===== src/rtl/mips_bus_interface.sv =====
// mips_bus_interface: single-outstanding load/store/fetch unit bridging the MIPS core to an Avalon-MM master.
// Optional waitrequest timeout abort enabled by defining MIPS_BUS_TIMEOUT_EN.
module mips_bus_interface #(
    parameter int TIMEOUT_W = 8,
    parameter int TIMEOUT   = 255
) (
    input  logic        clk,
    input  logic        reset,
    input  logic        req_valid,
    output logic        req_ready,
    input  logic        req_write,
    input  logic [1:0]  req_size,
    input  logic        req_signed,
    input  logic [31:0] req_addr,
    input  logic [31:0] req_wdata,
    output logic        rsp_valid,
    output logic [31:0] rsp_rdata,
    output logic        rsp_error,
    output logic        busy,
    output logic [31:0] address,
    output logic        read,
    output logic        write,
    input  logic        waitrequest,
    output logic [31:0] writedata,
    output logic [3:0]  byteenable,
    input  logic [31:0] readdata
);
    localparam logic [1:0] IDLE = 2'd0, BUS = 2'd1, RESP = 2'd2;

    if (TIMEOUT < 1 || TIMEOUT >= 2 ** TIMEOUT_W) begin : g_bad_timeout
        $error("TIMEOUT does not fit in TIMEOUT_W bits");
    end

    logic [1:0]  state, sz_q, ofs_q;
    logic        wr_q, sgn_q, is_byte, is_half, mis, expire;
    logic [31:0] sh, ext;

    assign is_byte = req_size == 2'b00;
    assign is_half = req_size == 2'b01;
    assign mis     = (is_half & req_addr[0]) | (!is_byte & !is_half & (req_addr[1:0] != 2'b00));

    // Half loads are aligned, so a byte-offset shift also lands the halfword at bit 0.
    assign sh = readdata >> {ofs_q, 3'b000};
    always_comb ext = sz_q == 2'b00 ? {{24{sgn_q & sh[7]}}, sh[7:0]} :
                      sz_q == 2'b01 ? {{16{sgn_q & sh[15]}}, sh[15:0]} : readdata;

    // Strobes decode straight from state so an asynchronous reset drops them at once.
    assign read      = (state == BUS) & ~wr_q;
    assign write     = (state == BUS) & wr_q;
    assign busy      = state != IDLE;
    assign req_ready = state == IDLE;
    assign rsp_valid = state == RESP;

`ifdef MIPS_BUS_TIMEOUT_EN
    logic [TIMEOUT_W-1:0] cnt;
    assign expire = waitrequest && cnt == TIMEOUT_W'(TIMEOUT - 1);
    always_ff @(posedge clk or negedge reset) begin
        if (!reset) cnt <= '0;
        else if (state != BUS) cnt <= '0;
        else if (waitrequest) cnt <= cnt + 1'b1;
    end
`else
    assign expire = 1'b0;
`endif

    always_ff @(posedge clk or negedge reset) begin
        if (!reset) begin
            state      <= IDLE;
            wr_q       <= 1'b0;
            sgn_q      <= 1'b0;
            sz_q       <= 2'b00;
            ofs_q      <= 2'b00;
            address    <= '0;
            writedata  <= '0;
            byteenable <= '0;
            rsp_rdata  <= '0;
            rsp_error  <= 1'b0;
        end else begin
            case (state)
                IDLE: if (req_valid) begin
                    wr_q       <= req_write;
                    sgn_q      <= req_signed;
                    sz_q       <= req_size;
                    ofs_q      <= req_addr[1:0];
                    address    <= {req_addr[31:2], 2'b00};
                    byteenable <= is_byte ? 4'b0001 << req_addr[1:0] :
                                  is_half ? (req_addr[1] ? 4'b1100 : 4'b0011) : 4'b1111;
                    writedata  <= is_byte ? {4{req_wdata[7:0]}} :
                                  is_half ? {2{req_wdata[15:0]}} : req_wdata;
                    if (mis) begin
                        state     <= RESP;
                        rsp_error <= 1'b1;
                        rsp_rdata <= '0;
                    end else begin
                        state <= BUS;
                    end
                end
                BUS: if (!waitrequest) begin
                    state     <= RESP;
                    rsp_error <= 1'b0;
                    rsp_rdata <= wr_q ? '0 : ext;
                end else if (expire) begin
                    state     <= RESP;
                    rsp_error <= 1'b1;
                    rsp_rdata <= '0;
                end
                default: state <= IDLE;
            endcase
        end
    end
endmodule

===== config.mk =====
export PLATFORM = sky130hd
export DESIGN_NAME = mips_bus_interface
export DESIGN_NICKNAME = d
export VERILOG_FILES = /design/src/rtl/mips_bus_interface.sv
export SDC_FILE = /design/constraint.sdc
export NUM_CORES = 1
export LEC_CHECK = 0
export BUFFER_PORTS_ARGS = -buffer_cell sky130_fd_sc_hd__buf_2
export CAP_MARGIN = 20
export CORE_MARGIN = 1
export CORE_UTILIZATION = 39
export DETAILED_ROUTE_END_ITERATION = 10
export PLACE_DENSITY_LB_ADDON = 0.15
export SETUP_SLACK_MARGIN = 0.3
export SYNTH_ARGS = -nofsm -noshare
export SYNTH_HDL_FRONTEND = slang
export SYNTH_SLANG_ARGS = --single-unit

===== constraint.sdc =====
create_clock -name clk -period 1.95 [get_ports clk]
set_clock_uncertainty 0.1 [all_clocks]
set_input_delay 0.39 -clock clk [delete_from_list [all_inputs] [get_ports clk]]
set_output_delay 0.39 -clock clk [all_outputs]
set_load 0.05 [all_outputs]

==> results_dict.tcl, run 1 <==
set metrics [dict create \
    outcome "completed" \
    synthXorXnorAreaFrac_pct 0 \
    required_ps 2070 \
    grt_usage_pct 21.6 \
    htreeDepth 3 \
    cpPeakStageDelay_ps 440 \
    rr_worst_depth 6 \
    powerDensity_nw_per_um2 1950 \
    drive_gt1_share_pct 48.7 \
    reg2reg_from "ofs_q[1]$_DFFE_PN0P_" \
    grt_pass1_wl_um 22200 \
    cts.clk_slew.worst_paths_ps 70 \
    postRouteAntennaNets 0 \
    worstPathArrival_ps 2040 \
    finalCriticalPeriod_ps 1920 \
    cts_tree "done" \
    end_kind "flop" \
    whs_ps 138 \
    crit_family "compound AO/OA/AOI/OAI gates" \
    power_mw 14.5 \
    syn_to_final_growth_pct 48.9 \
    die_x_um 115 \
    finalHoldViolations 0 \
    routedWlPerCell_um 15.9 \
    root_buffer "clkbuf_16" \
    relSlewSlack_pct 59.7 \
    layout.nets 840 \
    die_area_um2 13200 \
    fmax_ghz 0.522 \
    via_per_inst 5.03 \
    grt_max_degree 99 \
    synth_async_sr_flop_share_pct 100 \
    critical_path_class "flop to flop" \
    ff2ff_setup_slack_ps 30 \
    hold_depth 3 \
    min-delay-start "req_addr[30]" \
    core-area_um2 12200 \
    synth_ff_type "dfrtp_1" \
    ys_warn_count 0 \
    min_to "address[30]$_DFFE_PN0P_" \
    maxCapViolCount 0 \
    crit_fanout 8 \
    synth_simple_gate_area_share_pct 17.6 \
    synth-adder-area-share_pct 0 \
    io_buffers 207 \
    drcViolationCount 0 \
    ys_seq_area_share_pct 53.8 \
    start_util_pct 40.8 \
    fp.dieH_um 115 \
    hpwl_um 10100 \
    rsz0062_at_grt "true" \
    slowest_stage "dfrtp_2" \
    avgSynthCellArea_um2 9.66 \
    grt_overflow 0 \
    hold_class "input pin to flop" \
    clk_latency_ps 330 \
    syn_area_um2 4980 \
    start_kind "flop" \
    cts_inserted_buffers 9 \
    num_vias 4569 \
    wl_um 14500 \
    fin_crit_sh_pct 98.3 \
    ir_drop_uv 1080 \
    setup_violations 0 \
    grt_pass1_vias 4303 \
    synth_edf_count 0 \
    firstDrtPassIters 4 \
    diodes 0 \
    ios 210 \
    maxSlewViolCount 0 \
    cp.depth 6 \
    max_slew.worst_pin.slew_ps 604 \
    timing.critical_path.buf_inv 2 \
    leakage_nw 3.86 \
    synth_mux_area_share_pct 7.24 \
    syn_inst 515 \
    ys_seq_elements 107 \
    antenna_found_initial 0 \
    rr_endpoint "rsp_rdata[21]$_DFFE_PN0P_" \
    clk_path_buf_depth 2 \
    gp_congestion 0.836 \
    drt_iter0_drc 164 \
    crit_chain "mux2_4 -> a221oi_4 -> buf_4 -> a311oi_4 -> buf_6 -> a221o_1" \
    num_rows 40 \
    numClockSinks 107 \
    synth_compound_area_share_pct 17.0 \
    yosysUniqueCellTypes 36 \
    synth_top_family_by_area "simple AND/OR/NAND/NOR gates" \
]
## synth_stat cells, types with 3 or more instances
cell | instances | area, um2
buf_1 | 7 | 26.3
a2bb2oi_1 | 7 | 61.3
buf_6 | 3 | 33.8
nand3b_1 | 3 | 22.5
a221o_1 | 23 | 230
buf_4 | 3 | 22.5
inv_1 | 8 | 30.0
nor2_1 | 26 | 97.6
a21oi_1 | 12 | 60.1
buf_2 | 7 | 35.0
nand2b_1 | 4 | 25.0
mux2i_1 | 33 | 330
a21boi_0 | 6 | 45.0
dfrtp_1 | 107 | 2680
nor2b_1 | 4 | 25.0
clkbuf_1 | 18 | 67.6
o2bb2ai_1 | 8 | 70.1
nand2_1 | 160 | 601
o211ai_1 | 7 | 52.6
o21ai_0 | 42 | 210
and3_1 | 7 | 43.8
## worst max-delay path by stage
stage	startpoint	end
floorplan	ofs_q[1]$_DFFE_PN0P_	rsp_rdata[16]$_DFFE_PN0P_
global placement	waitrequest	rsp_rdata[21]$_DFFE_PN0P_
detailed placement	waitrequest	rsp_rdata[25]$_DFFE_PN0P_
CTS	wr_q$_DFFE_PN0P_	rsp_rdata[13]$_DFFE_PN0P_
global route	ofs_q[1]$_DFFE_PN0P_	rsp_rdata[17]$_DFFE_PN0P_
finish	ofs_q[1]$_DFFE_PN0P_	rsp_rdata[21]$_DFFE_PN0P_
## layer usage
| layer | track usage, % | up-vias | part of all wire, % |
|---|---|---|---|
| met4 | 5.97 | 0 | 1.0 |
| met2 | 35.3 | 148 | 49 |
| met1 | 29.2 | 2197 | 44 |
| met3 | 4.32 | 13 | 6.0 |
| li1 | - | 2211 | - |
| met5 | 0 | - | 0 |
## where the power goes
| group | switching (mW) | leakage [nW] | internal, mW |
|---|---|---|---|
| clock | 0.795 | 0.147 | 1.03 |
| sequential | 0.767 | 1.35 | 3.24 |
| combinational | 5.97 | 2.36 | 2.65 |
| total | 7.53 | 3.86 | 6.93 |
## state kept, by name (all words and copies together) (netlist names)
register / flops
byteenable: 4
state: 2
rsp_rdata: 32
sz_q: 2
wr_q: 1
writedata: 32
rsp_error: 1
ofs_q: 2
sgn_q: 1
address: 30
## what timing repair did
action                                 4_1_cts  5_1_grt
hold buffers                                 1        0
pin swaps                                    2       56
endpoints found under the hold margin       26        0
resized for setup                           26      161
buffers inserted                             4        6
gates cloned                                 0        3
setup endpoints to repair                   38       38
## final cells by class
cell class	instances	area, um2
Clock inverter	4	48.8
Multi-Input combinational cell	363	2610
Timing Repair Buffer	247	1580
Sequential cell	107	2680
Fill cell	1111	4800
Tap cell	168	210
Inverter	8	30.0
Clock buffer	12	246
## kinds of logic (layout without fill, tap and decap cells)
family | Yosys count | count (layout)
AND/OR/NAND/NOR | 211 | 211
AO/OA/AOI/OAI | 115 | 115
flip-flops | 107 | 107
buffers and inverters | 46 | 271
multiplexers | 35 | 35
other | 1 | 2
## cells in the final DEF (no fill, tap or decap), types with 12 or more instances in the layout
master	instances
buf_4	18
o21ai_0	12
buf_2	201
buf_6	12
a221o_1	23
dfrtp_1	105
o21ai_2	13
nand2_4	26
nand2_1	113
nor2_1	20
nand2_2	21
o21ai_1	17
clkbuf_16	12
mux2i_1	28
## metrics by stage
stage | TNS [ps] | cells | cell area (um2) | worst slack (ps) | utilization (%)
3_5_place_dp | -1010 | 879 | 6330 | -77.9 | 51.8
6_report | 0 | 909 | 7410 | 33.7 | 60.7
4_1_cts | 0 | 900 | 6760 | 78.8 | 55.3
5_1_grt | -12.2 | 909 | 7410 | -10.5 | 60.7
2_1_floorplan | 0 | 516 | 5040 | 126 | -
3_3_place_gp | -870 | 879 | 6330 | -55.9 | 51.8
## worst min-delay path, delay by kind of cell
family                 cells  cell delay, ps
buffers and inverters      1              80
and+or+nand+nor            2              80
No activity file was read; power rests on OpenSTA's default activity.
==> run 2, diff against run 1 <==
--- a/config.mk
+++ b/config.mk
@@ -5,7 +5,7 @@
 export SDC_FILE = /design/constraint.sdc
 export NUM_CORES = 1
 export LEC_CHECK = 0
-export BUFFER_PORTS_ARGS = -buffer_cell sky130_fd_sc_hd__buf_2
+export BUFFER_PORTS_ARGS = -buffer_cell sky130_fd_sc_hd__buf_4
 export CAP_MARGIN = 20
 export CORE_MARGIN = 1
 export CORE_UTILIZATION = 39
==> run 2 against run 1 <==
Against the previous run: utilization increased by 1.9 points; cell count is 0.22% lower; global-route usage up 1.6 points; design area increased by 3.1%; hold slack worse by 130 ps; flip-flop and latch count unchanged; setup slack got worse by 13 ps; first-iteration DRC count rose by 66%; register-to-register slack is essentially flat; sequential power shrank 2%; non-clock buffer count shrank 2; wire length is 5.2% higher; critical path type unchanged; critical endpoint is now rsp_rdata[16]$_DFFE_PN0P_; largest cell class unchanged; largest power group unchanged.
==> results_dict.tcl, run 2 (same netlist as run 1, synthesis figures left out) <==
set metrics [dict create \
    grt_pass1_vias 4567 \
    ir_drop_uv 1120 \
    firstDrtPassIters 4 \
    p_switching_mw 7.32 \
    die_area_um2 13200 \
    relSlewSlack_pct 61.2 \
    htreeDepth 3 \
    grt_overflow 0 \
    rr_endpoint "rsp_rdata[16]$_DFFE_PN0P_" \
    layout.nets 838 \
    clk_path_buf_depth 2 \
    utilization_pct 62.6 \
    leakage_nw 3.91 \
    grt_use_met3_pct 7.49 \
    num_rows 40 \
    cts.clk_slew.worst_paths_ps 70 \
    drcViolationCount 0 \
    rr_worst_depth 6 \
    hpwl_um 10300 \
    worstPathArrival_ps 2060 \
    busiest_layer "met2" \
    use_met1_pct 29.4 \
    seq_power_share_pct 26.4 \
    core-area_um2 12200 \
    start_util_pct 40.8 \
    finalCriticalPeriod_ps 1930 \
    final_cell_count_no_fill 907 \
    num_vias 4602 \
    slowest_stage "dfrtp_2" \
    ff2ff_setup_slack_ps 20 \
    fmax_ghz 0.518 \
    fp.dieH_um 115 \
    finalHoldViolations 0 \
    maxCapViolCount 0 \
    clk_latency_ps 350 \
    hold_class "input pin to async pin" \
    powerDensity_nw_per_um2 1940 \
    start_kind "flop" \
    routedWlPerCell_um 16.8 \
    io_buffers 207 \
    die_x_um 115 \
    root_buffer "clkbuf_16" \
    wl_um 15200 \
    critical_path_class "flop to flop" \
    pwr-share-clk_pct 14.0 \
    reg_top3 "rsp_rdata (32), writedata (32), address (30)" \
    met2_usage_pct 38.1 \
    ios 210 \
    grt_usage_pct 23.2 \
    drive_gt1_share_pct 39.4 \
    rsz0062_at_grt "true" \
    diodes 0 \
    syn_to_final_growth_pct 53.6 \
    cts.hold.buffers_added 0 \
    dpl_worst_slack_ps -84.8 \
    maxSlewViolCount 0 \
    via_per_inst 5.07 \
    cpPeakStageDelay_ps 440 \
    max_slew.worst_pin.slew_ps 582 \
    reg2reg_from "ofs_q[1]$_DFFE_PN0P_" \
    outcome "completed" \
    cts_tree "done" \
    crit_chain "mux2_4 -> a221oi_4 -> buf_4 -> a311oi_4 -> buf_6 -> a221o_1" \
    final_common_cell "buf_4" \
    grt_pass1_wl_um 23600 \
    end_kind "flop" \
    grt_max_degree 108 \
    dp_cells 875 \
    cts_inserted_buffers 9 \
    mostFrequentLayoutCells "221 x buf_4, 158 x nand2_1, 105 x dfrtp_1" \
    drt_iter0_drc 272 \
    switching_share_pct 49.4 \
    setup_slack_ps 21.0 \
    setup_violations 0 \
    antenna_found_initial 0 \
    crit_fanout 8 \
    numClockSinks 107 \
    p_int_mw 7.50 \
    pwr-share-comb_pct 59.6 \
    postRouteAntennaNets 0 \
    required_ps 2080 \
    gp_congestion 0.825 \
    fin_crit_sh_pct 98.9 \
]
-- run 2: cell types whose count changed in the layout (fill, tap and decap cells not counted), moves of 20 or more --
| cell | previous run | this run |
|---|---|---|
| buf_4 | 18 | 221 |
| buf_2 | 201 | 0 |
| nand2_1 | 113 | 158 |
| o21ai_0 | 12 | 40 |
| nand2_4 | 26 | 0 |
| nand2_2 | 21 | 1 |
-- run 2: timing repair --
item / CTS / global route
endpoints found under the setup margin: 49 / 50
gates cloned: 2 / 4
pin swaps: 3 / 10
setup buffers: 7 / 3
resized for setup: 21 / 36
-- run 2: worst max-delay path: cells and delay by family (launching register included) --
family                 cells  cell delay (ps)
DFF                        1              440
AOI/OAI and AO/OA          3              620
buffers and inverters      2              330
muxes                      1              330
-- run 2: worst max-delay path by stage --
| stage | start | end | slack [ps] | depth (start not counted) |
|---|---|---|---|---|
| 2_1_floorplan | ofs_q[1]$_DFFE_PN0P_ | rsp_rdata[16]$_DFFE_PN0P_ | 130 | 6 |
| 3_3_place_gp | waitrequest | rsp_rdata[29]$_DFFE_PN0P_ | -70 | 5 |
| 3_5_place_dp | waitrequest | rsp_rdata[24]$_DFFE_PN0P_ | -80 | 5 |
| 4_1_cts | wr_q$_DFFE_PN0P_ | rsp_rdata[13]$_DFFE_PN0P_ | 60 | 5 |
| 5_1_grt | ofs_q[1]$_DFFE_PN0P_ | rsp_rdata[18]$_DFFE_PN0P_ | -20 | 6 |
| 6_report | ofs_q[1]$_DFFE_PN0P_ | rsp_rdata[16]$_DFFE_PN0P_ | 20 | 6 |
-- run 2: metal layers --
metal	up-vias	routed length, um
met5	-	0
met3	21	1100
met2	172	7380
met4	0	255
li1	2201	-
met1	2208	6510
-- run 2: layout make-up --
class	instances	area [um2]
multi-input combinational	363	2310
inverter	8	35.0
fill	1064	4570
clock inverter	4	98.8
clock buffer	12	236
sequential	107	2680
timing repair buffer	245	2080
tap	168	210
-- run 2: power by group through the flow --
stage	registers (mW)	clock network (mW)	logic, mW
2_1_floorplan	7.12	0	2.28
3_5_place_dp	3.90	0	8.09
6_report	3.92	2.07	8.83
4_1_cts	3.90	2.12	8.42
3_3_place_gp	3.87	0	7.99
5_1_grt	4.04	2.20	9.32
-- run 2: per-stage QoR --
stage | TNS, ps | hold WS (ps) | area [um2] | total power [mW]
after floorplan | 0 | -5.59 | 5040 | 9.40
after global placement | -1120 | 358 | 6790 | 11.9
after detailed placement | -1220 | 363 | 6790 | 12.0
after CTS | 0 | 35.2 | 7330 | 14.4
after global routing | -102 | 33.5 | 7640 | 15.6
final | 0 | 3.37 | 7640 | 14.8
==> run 3, diff against run 2 <==
--- a/config.mk
+++ b/config.mk
@@ -7,8 +7,10 @@
 export LEC_CHECK = 0
 export BUFFER_PORTS_ARGS = -buffer_cell sky130_fd_sc_hd__buf_4
 export CAP_MARGIN = 20
+export CELL_PAD_IN_SITES_DETAIL_PLACEMENT = 1
+export CELL_PAD_IN_SITES_GLOBAL_PLACEMENT = 1
 export CORE_MARGIN = 1
-export CORE_UTILIZATION = 39
+export CORE_UTILIZATION = 32
 export DETAILED_ROUTE_END_ITERATION = 10
 export PLACE_DENSITY_LB_ADDON = 0.15
 export SETUP_SLACK_MARGIN = 0.3
==> run 3 against run 2 <==
Against the previous run: maximum frequency grew 3.9%; clock power shrank 6%; critical path depth shrank 1; critical endpoint is now rsp_rdata[31]$_DFFE_PN0P_.
==> results_dict.tcl, run 3 (same netlist as run 1, synthesis figures left out) <==
set metrics [dict create \
    maxSlewViolCount 0 \
    grt_pass1_wl_um 26200 \
    leakage_nw 4.17 \
    powerDensity_nw_per_um2 1910 \
    final_common_cell "buf_4" \
    htreeDepth 3 \
    crit_chain "mux2_4 -> a221oi_4 -> a311oi_4 -> buf_6 -> a221o_1" \
    cts_inserted_buffers 9 \
    hpwl_um 12100 \
    fill_cells 1663 \
    postRouteAntennaNets 0 \
    numClockSinks 107 \
    crit_fanout 8 \
    power_mw 15.6 \
    cts.clk_slew.worst_paths_ps 70 \
    clk_latency_ps 350 \
    layout.nets 860 \
    firstDrtPassIters 4 \
    rsz0062_at_grt "true" \
    worstPathArrival_ps 1990 \
    drt_iter0_drc 179 \
    grt_pass1_vias 4874 \
    cts_tree "done" \
    crit_start "ofs_q[1]$_DFFE_PN0P_" \
    drive_gt1_share_pct 48.3 \
    ir_drop_uv 998 \
    wl_um 18300 \
    finalHoldViolations 0 \
    hold_class "input pin to flop" \
    start_util_pct 32.7 \
    critical_path_class "flop to flop" \
    via_per_inst 5.11 \
    timing.critical_path.buf_inv 1 \
    gp_congestion 0.869 \
    grt_usage_pct 21.0 \
    cpPeakStageDelay_ps 450 \
    num_vias 4848 \
    ios 210 \
    reg_top3 "rsp_rdata (32), writedata (32), address (30)" \
    slowest_stage "dfrtp_2" \
    num_rows 45 \
    reg2reg_from "ofs_q[1]$_DFFE_PN0P_" \
    syn_to_final_growth_pct 63.6 \
    grt_max_degree 49 \
    diodes 0 \
    end_kind "flop" \
    finalCriticalPeriod_ps 1860 \
    core-area_um2 15200 \
    clk_path_buf_depth 2 \
    fp.dieH_um 127 \
    min-delay-start "req_addr[15]" \
    fmax_ghz 0.538 \
    io_buffers 207 \
    dp_cells 899 \
    die_x_um 127 \
    routedWlPerCell_um 19.3 \
    antenna_found_initial 0 \
    maxCapViolCount 0 \
    fin_crit_sh_pct 95.2 \
    root_buffer "clkbuf_16" \
    drcViolationCount 0 \
    die_area_um2 16100 \
    final_cell_count_no_fill 948 \
    setup_violations 0 \
    mostFrequentLayoutCells "226 x buf_4, 111 x nand2_1, 105 x dfrtp_1" \
    required_ps 2080 \
    grt_overflow 0 \
    outcome "completed" \
    crit_family "compound AO/OA/AOI/OAI gates" \
    start_kind "flop" \
]
==> run 3: cell count changes in the layout (fill, tap and decap cells not counted), sizes merged <==
cell,change
buf,+14
bufinv,-2
clkbuf,+7
clkinv,-2
dlygate4sd3,+1
inv,+1
nand2,+2
==> run 3: repair_timing <==
| item | 4_1_cts | 5_1_grt |
|---|---|---|
| setup buffers | 8 | 9 |
| resized for setup | 23 | 141 |
| hold buffers | 1 | 0 |
| cloned | 0 | 16 |
| hold endpoints to repair | 24 | 0 |
| endpoints found under the setup margin | 52 | 81 |
| pin swaps | 6 | 50 |
==> run 3: per-layer routing <==
metal,track usage (%),vias up,share of wire (%)
met5,0,-,0
met4,5.18,0,1.3
met3,7.34,15,6.9
met2,35.7,149,51
met1,25.5,2422,41
li1,-,2262,-
==> run 3: worst register-to-register path: cells and delay by family, from the launching register on <==
family / cells / cell delay, ps
AO/OA/AOI/OAI: 3 / 670
flip-flops: 1 / 450
multiplexers: 1 / 340
buffers and inverters: 1 / 180
==> run 3: area by class of cell <==
class	count	area (um2)	area share [%]
Clock buffer	14	284	3.49
Clock inverter	1	30.0	0.369
Inverter	8	30.0	0.369
Multi-Input combinational cell	365	2500	30.7
Sequential cell	107	2680	32.9
Tap cell	188	235	2.89
Timing Repair Buffer	265	2380	29.3
==> run 3: power by group <==
group	switching, mW	internal, mW
logic	6.17	3.44
clock network	0.812	1.13
registers	0.792	3.24
total	7.77	7.81
==> run 3: through the flow <==
| stage | utilization [%] | setup WS [ps] | hold slack (ps) | TNS, ps | instance area [um2] |
|---|---|---|---|---|---|
| 4_1_cts | 48.4 | 81.3 | 110 | 0 | 7350 |
| 3_3_place_gp | 45.3 | -68.9 | 254 | -1060 | 6880 |
| 5_1_grt | 53.6 | 19.2 | 126 | 0 | 8140 |
| 2_1_floorplan | - | 126 | -5.59 | 0 | 5040 |
| 3_5_place_dp | 45.3 | -154 | 249 | -2370 | 6880 |
| 6_report | 53.6 | 92.8 | 126 | 0 | 8140 |
==> run 3: final timing paths <==
kind / endpoint / slack [ps] / depth (start not counted)
max: rsp_rdata[31]$_DFFE_PN0P_ / 90 / 5
min: address[15]$_DFFE_PN0P_ / 130 / 3
max reg2reg: rsp_rdata[31]$_DFFE_PN0P_ / 90 / 5
min reg2reg: address[5]$_DFFE_PN0P_ / 380 / 2
max in group asynchronous: rsp_rdata[14]$_DFFE_PN0P_ / 770 / 3
min in group asynchronous: writedata[19]$_DFFE_PN0P_ / 420 / 2
